## src/rtl/argon_regfile_seq.sv

```systemverilog
// Access sequencer for the Argon register file: reads rA and rB, hands the operands
// to execute, waits for the result with a timeout, and optionally writes it to rC.
module argon_regfile_seq #(
    parameter int TIMEOUT = 16
) (
    input  logic        i_Clk,
    input  logic        i_Reset_n,
    input  logic        i_req_valid,
    output logic        o_req_ready,
    input  logic [3:0]  i_rA,
    input  logic [3:0]  i_rB,
    input  logic [3:0]  i_rC,
    input  logic        i_wr_en,
    output logic [15:0] o_bus_data,
    output logic        o_bus_drive,
    input  logic [15:0] i_rf_data,
    output logic        o_rf_selectLatch,
    output logic        o_rf_outputA,
    output logic        o_rf_outputB,
    output logic        o_rf_latchC,
    output logic [15:0] o_opA,
    output logic [15:0] o_opB,
    output logic        o_exec_valid,
    input  logic        i_result_valid,
    input  logic [15:0] i_result,
    output logic        o_done,
    output logic        o_error
);

    localparam int CW = $clog2(TIMEOUT);

    typedef enum logic [2:0] {
        IDLE, SELECT, READ_A, READ_B, CAPT_B, EXEC, WRITE, DONE
    } state_e;

    state_e      state_q, state_d;
    logic [3:0]  ra_q, rb_q, rc_q;
    logic        wr_en_q;
    logic [15:0] opa_q, opb_q, result_q;
    logic [CW-1:0] cnt_q;
    logic        err_q;
    logic        timeout;

    assign timeout = (cnt_q == CW'(TIMEOUT - 1));

    // NOTE: sequential state uses non-blocking assignments so every register samples pre-edge values.
    always_ff @(posedge i_Clk or negedge i_Reset_n) begin
        if (!i_Reset_n) begin
            state_q <= IDLE;
        end else begin
            state_q <= state_d;
        end
    end

    always_comb begin
        state_d = state_q;
        unique case (state_q)
            IDLE:    if (i_req_valid) state_d = SELECT;
            SELECT:  state_d = READ_A;
            READ_A:  state_d = READ_B;
            READ_B:  state_d = CAPT_B;
            CAPT_B:  state_d = EXEC;
            EXEC: begin
                // A result arriving in the timeout cycle still wins.
                if (i_result_valid) state_d = wr_en_q ? WRITE : DONE;
                else if (timeout)   state_d = DONE;
            end
            WRITE:   state_d = DONE;
            DONE:    state_d = IDLE;
            default: state_d = IDLE;
        endcase
    end

    always_ff @(posedge i_Clk or negedge i_Reset_n) begin
        if (!i_Reset_n) begin
            ra_q     <= '0;
            rb_q     <= '0;
            rc_q     <= '0;
            wr_en_q  <= 1'b0;
            opa_q    <= '0;
            opb_q    <= '0;
            result_q <= '0;
            cnt_q    <= '0;
            err_q    <= 1'b0;
        end else begin
            unique case (state_q)
                IDLE: if (i_req_valid) begin
                    ra_q    <= i_rA;
                    rb_q    <= i_rB;
                    rc_q    <= i_rC;
                    wr_en_q <= i_wr_en;
                    err_q   <= 1'b0;
                end
                READ_B: opa_q <= i_rf_data;
                CAPT_B: begin
                    opb_q <= i_rf_data;
                    cnt_q <= '0;
                end
                EXEC: begin
                    cnt_q <= cnt_q + 1'b1;
                    if (i_result_valid) result_q <= i_result;
                    else if (timeout)   err_q    <= 1'b1;
                end
                default: ;
            endcase
        end
    end

    // NOTE: every output gets a default first so no latch is inferred for unlisted states.
    always_comb begin
        o_req_ready      = 1'b0;
        o_bus_drive      = 1'b0;
        o_bus_data       = '0;
        o_rf_selectLatch = 1'b0;
        o_rf_outputA     = 1'b0;
        o_rf_outputB     = 1'b0;
        o_rf_latchC      = 1'b0;
        o_exec_valid     = 1'b0;
        o_done           = 1'b0;
        o_error          = 1'b0;
        unique case (state_q)
            IDLE:   o_req_ready = 1'b1;
            SELECT: begin
                o_bus_drive      = 1'b1;
                o_bus_data       = {4'h0, rc_q, rb_q, ra_q};
                o_rf_selectLatch = 1'b1;
            end
            READ_A: o_rf_outputA = 1'b1;
            READ_B: o_rf_outputB = 1'b1;
            EXEC:   o_exec_valid = 1'b1;
            WRITE: begin
                o_bus_drive = 1'b1;
                o_bus_data  = result_q;
                o_rf_latchC = 1'b1;
            end
            DONE: begin
                o_done  = 1'b1;
                o_error = err_q;
            end
            default: ;
        endcase
    end

    assign o_opA = opa_q;
    assign o_opB = opb_q;

endmodule
```

## config.mk

```make
export PLATFORM = sky130hd
export DESIGN_NAME = argon_regfile_seq
export DESIGN_NICKNAME = d
export VERILOG_FILES = /design/src/rtl/argon_regfile_seq.sv
export SDC_FILE = /design/constraint.sdc
export NUM_CORES = 1
export LEC_CHECK = 0
export BUFFER_PORTS_ARGS = -buffer_cell sky130_fd_sc_hd__buf_2
export CAP_MARGIN = 20
export CORE_UTILIZATION = 40
export CTS_CLUSTER_DIAMETER = 40
export CTS_CLUSTER_SIZE = 25
export DETAILED_ROUTE_END_ITERATION = 8
export PLACE_DENSITY_LB_ADDON = 0.2
export SETUP_SLACK_MARGIN = 0.2
export SLEW_MARGIN = 25
export SYNTH_ARGS = -nofsm -noshare
export SYNTH_HDL_FRONTEND = slang
export SYNTH_SLANG_ARGS = --single-unit
```

## constraint.sdc

```tcl
create_clock -name i_Clk -period 1.6 [get_ports i_Clk]
set_input_delay 0.16 -clock i_Clk [delete_from_list [all_inputs] [get_ports i_Clk]]
set_output_delay 0.16 -clock i_Clk [all_outputs]
set_load 0.02 [all_outputs]
```

=== Yosys cells after proc, flatten, opt, wreduce, memory -nomap -nowiden ===
Cells that the tools add are included.

* Logic and storage cells: 51
* Output and inout bits: 57
* Register bits: 69

* Add/sub/neg operators: 1
* Muxes and demuxes: 20
* Equal/unequal tests: 12
* Reductions and logical operators: 8

{| class="wikitable"
|+ Operator list
! operator !! number
|-
| $pmux W16 S2 || 1
|-
| $pmux W3 S8 || 1
|-
| $mux W1 || 13
|-
| $eq A3 B3 Y1 const B || 4
|-
| $mux W3 || 3
|-
| $pmux W4 S2 || 1
|-
| $eq A3 B2 Y1 const B || 2
|-
| $ne A2 B2 Y1 const B || 3
|-
| $reduce_and A2 Y1 || 3
|-
| $add A4 B1 Y4 const B || 1
|-
| $eq A4 B4 Y1 const B || 1
|-
| $reduce_and A4 Y1 || 1
|-
| $reduce_bool A2 Y1 || 2
|-
| $eq A3 B1 Y1 const B || 1
|-
| $logic_not A3 Y1 || 1
|-
| $ne A3 B3 Y1 const B || 1
|-
| $pmux W1 S2 || 1
|-
| $reduce_or A2 Y1 || 1
|}

=== Logic depth before layout (Yosys ltp) ===
* Depth after elaboration: 4
* Gate-level depth with buffers: 7
* Mapped depth without buffers: 5

=== Worst setup path before layout ===
Ideal clock, no wire load.

* Kind: flip-flop to flip-flop
* From: reg state_q[0]
* To: reg state_q[1]
* Cell stages (with the launch flop): 6
* Buffers on the path: 0
* Setup slack: -0.167 ns
* Data required time: 1.472 ns
* Setup time: 0.128 ns
* Data arrival time: 1.640 ns
* Cells stage by stage: dfrtp_1 -> inv_1 -> ha_1 -> nor2b_1 -> a32oi_2 -> mux2_1

* Word-level cells in the longest chain between the ends: 3
* Elaborated cells between the ends (all ways): 12
* Classes of those cells: eq/ne: 9; mux: 1; reduce/logical: 2

{| class="wikitable"
|+ RTL lines
! element !! line !! source
|-
| start: declaration || 36 || <nowiki>state_e state_q, state_d;</nowiki>
|-
| start signal: assignment || 51 || <nowiki>state_q <= state_d;</nowiki>
|-
| $eq A3 B3 Y1 / $logic_not A3 Y1 (equally long branches) || 57 || <nowiki>unique case (state_q)</nowiki>
|-
| $ne A3 B3 Y1 (no line) / $ne A2 B2 Y1 (equally long branches) || - ||
|-
| $reduce_and A2 Y1 (no line) || - ||
|}

Several ways; a longest one is shown, not always the timed one.
A chain may end at the register's enable or synchronous reset.

=== Worst setup path after layout ===
* From: reg state_q[1]
* To: out o_bus_drive

* Word-level cells in the longest chain between the ends: 3
* Elaborated cells between the ends (all ways): 4
* Classes of those cells: eq/ne: 2; mux: 1; reduce/logical: 1

{| class="wikitable"
|+ RTL lines
! element !! line !! source
|-
| $eq A3 B3 Y1 / $eq A3 B1 Y1 (equally long branches) || 121 || <nowiki>unique case (state_q)</nowiki>
|-
| $reduce_or A2 Y1 (no line) * || - ||
|-
| $mux W1 * || 121 ||
|-
| end: declaration || 15 || <nowiki>output logic o_bus_drive,</nowiki>
|}

Mark *: on every way between the ends. The rest lies on a longest branch, timed or not.

==> key figures <==
Drt
  • Residual DRC: 0
  • Routed vias/inst: 4.875
  • Drt pass-1 iters: 4
  • Final ANT Viol Nets: 0
  • Final wirelength: 6842 um
  • Routed length per instance: 15.59 um
  • Starting DRT DRC Count: 29
  • Vias: 2140

Worst setup path
  • Setup crit start kind: register
  • Worst path arrival time: 1.61 ns
  • Critical Path End Type: primary output
  • Crit Path Max Fanout: 7
  • WP data required: 1.44 ns
  • CP Class: reg2out

Placed design
  • Detailed placer's ending HPWL: 4187 um
  • Pre-CTS setup slack: 0.02420 ns
  • Gpl congestion: 0.7794
  • DP Cell Count: 406
  • Buffers on Ports: 105

Layout
  • Diodes inserted: 0
  • Post-route insts no fill: 439
  • Commonest non-fill, non-tap cell in the layout: buf_2
  • Most frequent cells in the layout: buf_2, dfrtp_1, mux2_2
  • Layout cell share with drive strength beyond 1: 70.00%
  • Layout area overhead: 44.89%
  • Final net count: 389

Floorplanning
  • Die ar.: 7912 sq um
  • Initial core utilization: 41.47%
  • Core area: 7292 sq um
  • Chip height: 88.95 um
  • Num rows: 31
  • Die X: 88.95 um
  • I/O pins: 106

Timing
  • Worst slew pin tran: 0.4369 ns
  • Max_slew headroom: 70.56%
  • Final setup violation count: 24
  • Tmin final: 1.766 ns
  • WHS: 0.05330 ns
  • Skew final: 0.009570 ns
  • Fin worst setup slack: -0.1659 ns
  • RSZ-0062 raised after global routing: true
  • Fmax: 566.3 MHz
  • Final hold vios: 0
  • Period utilization: 110.4%
  • Final-report max-slew violation count: 0

Synth
  • Top cells by area, synth: dfrtp_1, mux2_2, mux2_4
  • Mapped Nets: 256
  • Syn_area_per_cell: 14.97 sq um
  • Share of the synthesized area in the top cell type: 57.10%
  • Post-synthesis register bit count: 69
  • Post-synthesis sequential area ratio: 57.10%
  • Synth warnings: 0
  • Synth area leader: dfrtp_1
  • Distinct cells, synth: 31
  • Synthesized area: 3024 sq um
  • Cells after Synth: 202

Global route
  • Total Routing Usage GR: 17.89%
  • Total grt overflow: 0
  • Pin count of the biggest net entering global routing: 70
  • Number of global-route vias before repair: 2082
  • Initial antenna violation count: 0
  • First-pass GRT wire length: 10320 um

Status
  • Failing checks: setup timing
  • Status: finished, violations left

Clock network
  • H-Tree Depth: 3
  • Max Root-Sink Buffers: 2
  • CTS buffer count: 9
  • Worst-skew pair later-pin latency: 0.33 ns
  • CTS tree: built
  • Root buffer cell: clkbuf_8
  • Clk sinks: 69
  • Clock Pin Slew Worst Setup and Hold Paths: 0.07 ns

Power
  • Leak: 2.176 nW
  • Max VDD drop: 0.9338 mV
  • Power per cell area: 2135 nW/um^2

Hold path
  • Worst min path class: in2reg

Job
  • Max cap viols: 0
-- area by class of cell --
class | instances | area [sq um]
inverters | 4 | 15.01
well taps | 99 | 123.9
clock buffers | 12 | 145.1
flip-flops and latches | 69 | 1728
fillers | 618 | 2910
clock inverters | 4 | 23.77
repair buffers | 129 | 913.4
multi-input cells | 122 | 1433
-- flip-flops by register name, summed over array words and instances, names as in the netlist --
signal,cells
result_q,16
state_q,3
ra_q,4
err_q,1
o_opA,16
wr_en_q,1
o_opB,16
rb_q,4
rc_q,4
cnt_q,4
-- routing by layer --
metal,GRT usage [%],routed length [um]
met2,29.02,3279
met1,23.04,2995
met3,3.693,455
met5,0,0
met4,8.658,112
-- power breakdown --
group	internal (W)	switching, W	leakage [nW]
combinational	0.00266	0.00227	1.26
clock	0.000601	0.000619	0.0901
sequential	0.00263	0.000572	0.822
total	0.00590	0.00346	2.18
-- worst max-delay path, stage by stage, from the launching register on --
cell and delay (ns):
dfrtp_1 0.41, buf_6 0.14, ha_4 0.16, and2_4 0.20, or2_4 0.23, buf_6 0.13
-- through the flow --
step	total power, W	TNS [ns]	area [sq um]	utilization, %
floorplan	0.006238	0	3187	-
global placement	0.007296	0	3835	52.59
detailed placement	0.007385	0	3835	52.59
CTS	0.009265	-2.980	4299	58.96
global route	0.009953	-4.433	4382	60.09
finish	0.009356	-2.587	4382	60.09
-- cells by family (layout without fill, tap and decap cells) --
| family | after synthesis | in the layout | synth area share, % |
|---|---|---|---|
| buf+inv | 14 | 149 | 3.227 |
| mux | 65 | 65 | 25.40 |
| compound gates | 23 | 23 | 6.206 |
| fa+ha+maj | 5 | 5 | 2.069 |
| simple gates | 26 | 29 | 6.000 |
| flops | 69 | 69 | 57.10 |
-- Yosys cell counts --
library cell  count
or2_2             1
a22o_1           14
and2_0            1
and2_4            1
o21ai_0           3
nand2b_1          1
nand2_1           4
nand2_8           1
o2bb2ai_1         1
nor3_1            1
and3_1            5
a21oi_1           2
nand3_1           2
nand3b_4          1
nor2b_1           5
inv_1             4
dfrtp_1          69
buf_4             1
mux2i_1           1
o31ai_1           1
a211oi_1          1
mux2_2           53
mux2_4           10
ha_1              5
mux2_1            1
and3b_1           1
a32oi_2           1
buf_12            2
buf_2             7
nand2_2           1
and2_1            1
-- path summary, 6_finish.rpt --
check | depth (start not counted) | slack [ns] | start | end
worst min register to register | 2 | 0.47 | err_q | err_q
worst max-delay path | 5 | -0.17 | state_q[1] | o_bus_drive
worst max register to register | 5 | -0.05 | state_q[0] | state_q[1]
max in group asynchronous | 3 | 0.90 | i_Reset_n | state_q[2]
min in group asynchronous | 3 | 0.39 | i_Reset_n | o_opB[4]
worst min-delay path | 2 | 0.05 | i_rA[3] | ra_q[3]
-- what timing repair did --
action | 4_1_cts | 5_1_grt
gates resized for setup | 51 | 16
setup endpoints to repair | 93 | 94
setup buffers | 10 | 3
gates cloned | 3 | 0
pin swaps | 14 | 3
endpoints found under the hold margin | 69 | 0
hold buffers | 1 | 0
Power figures use the tool's default switching activity.
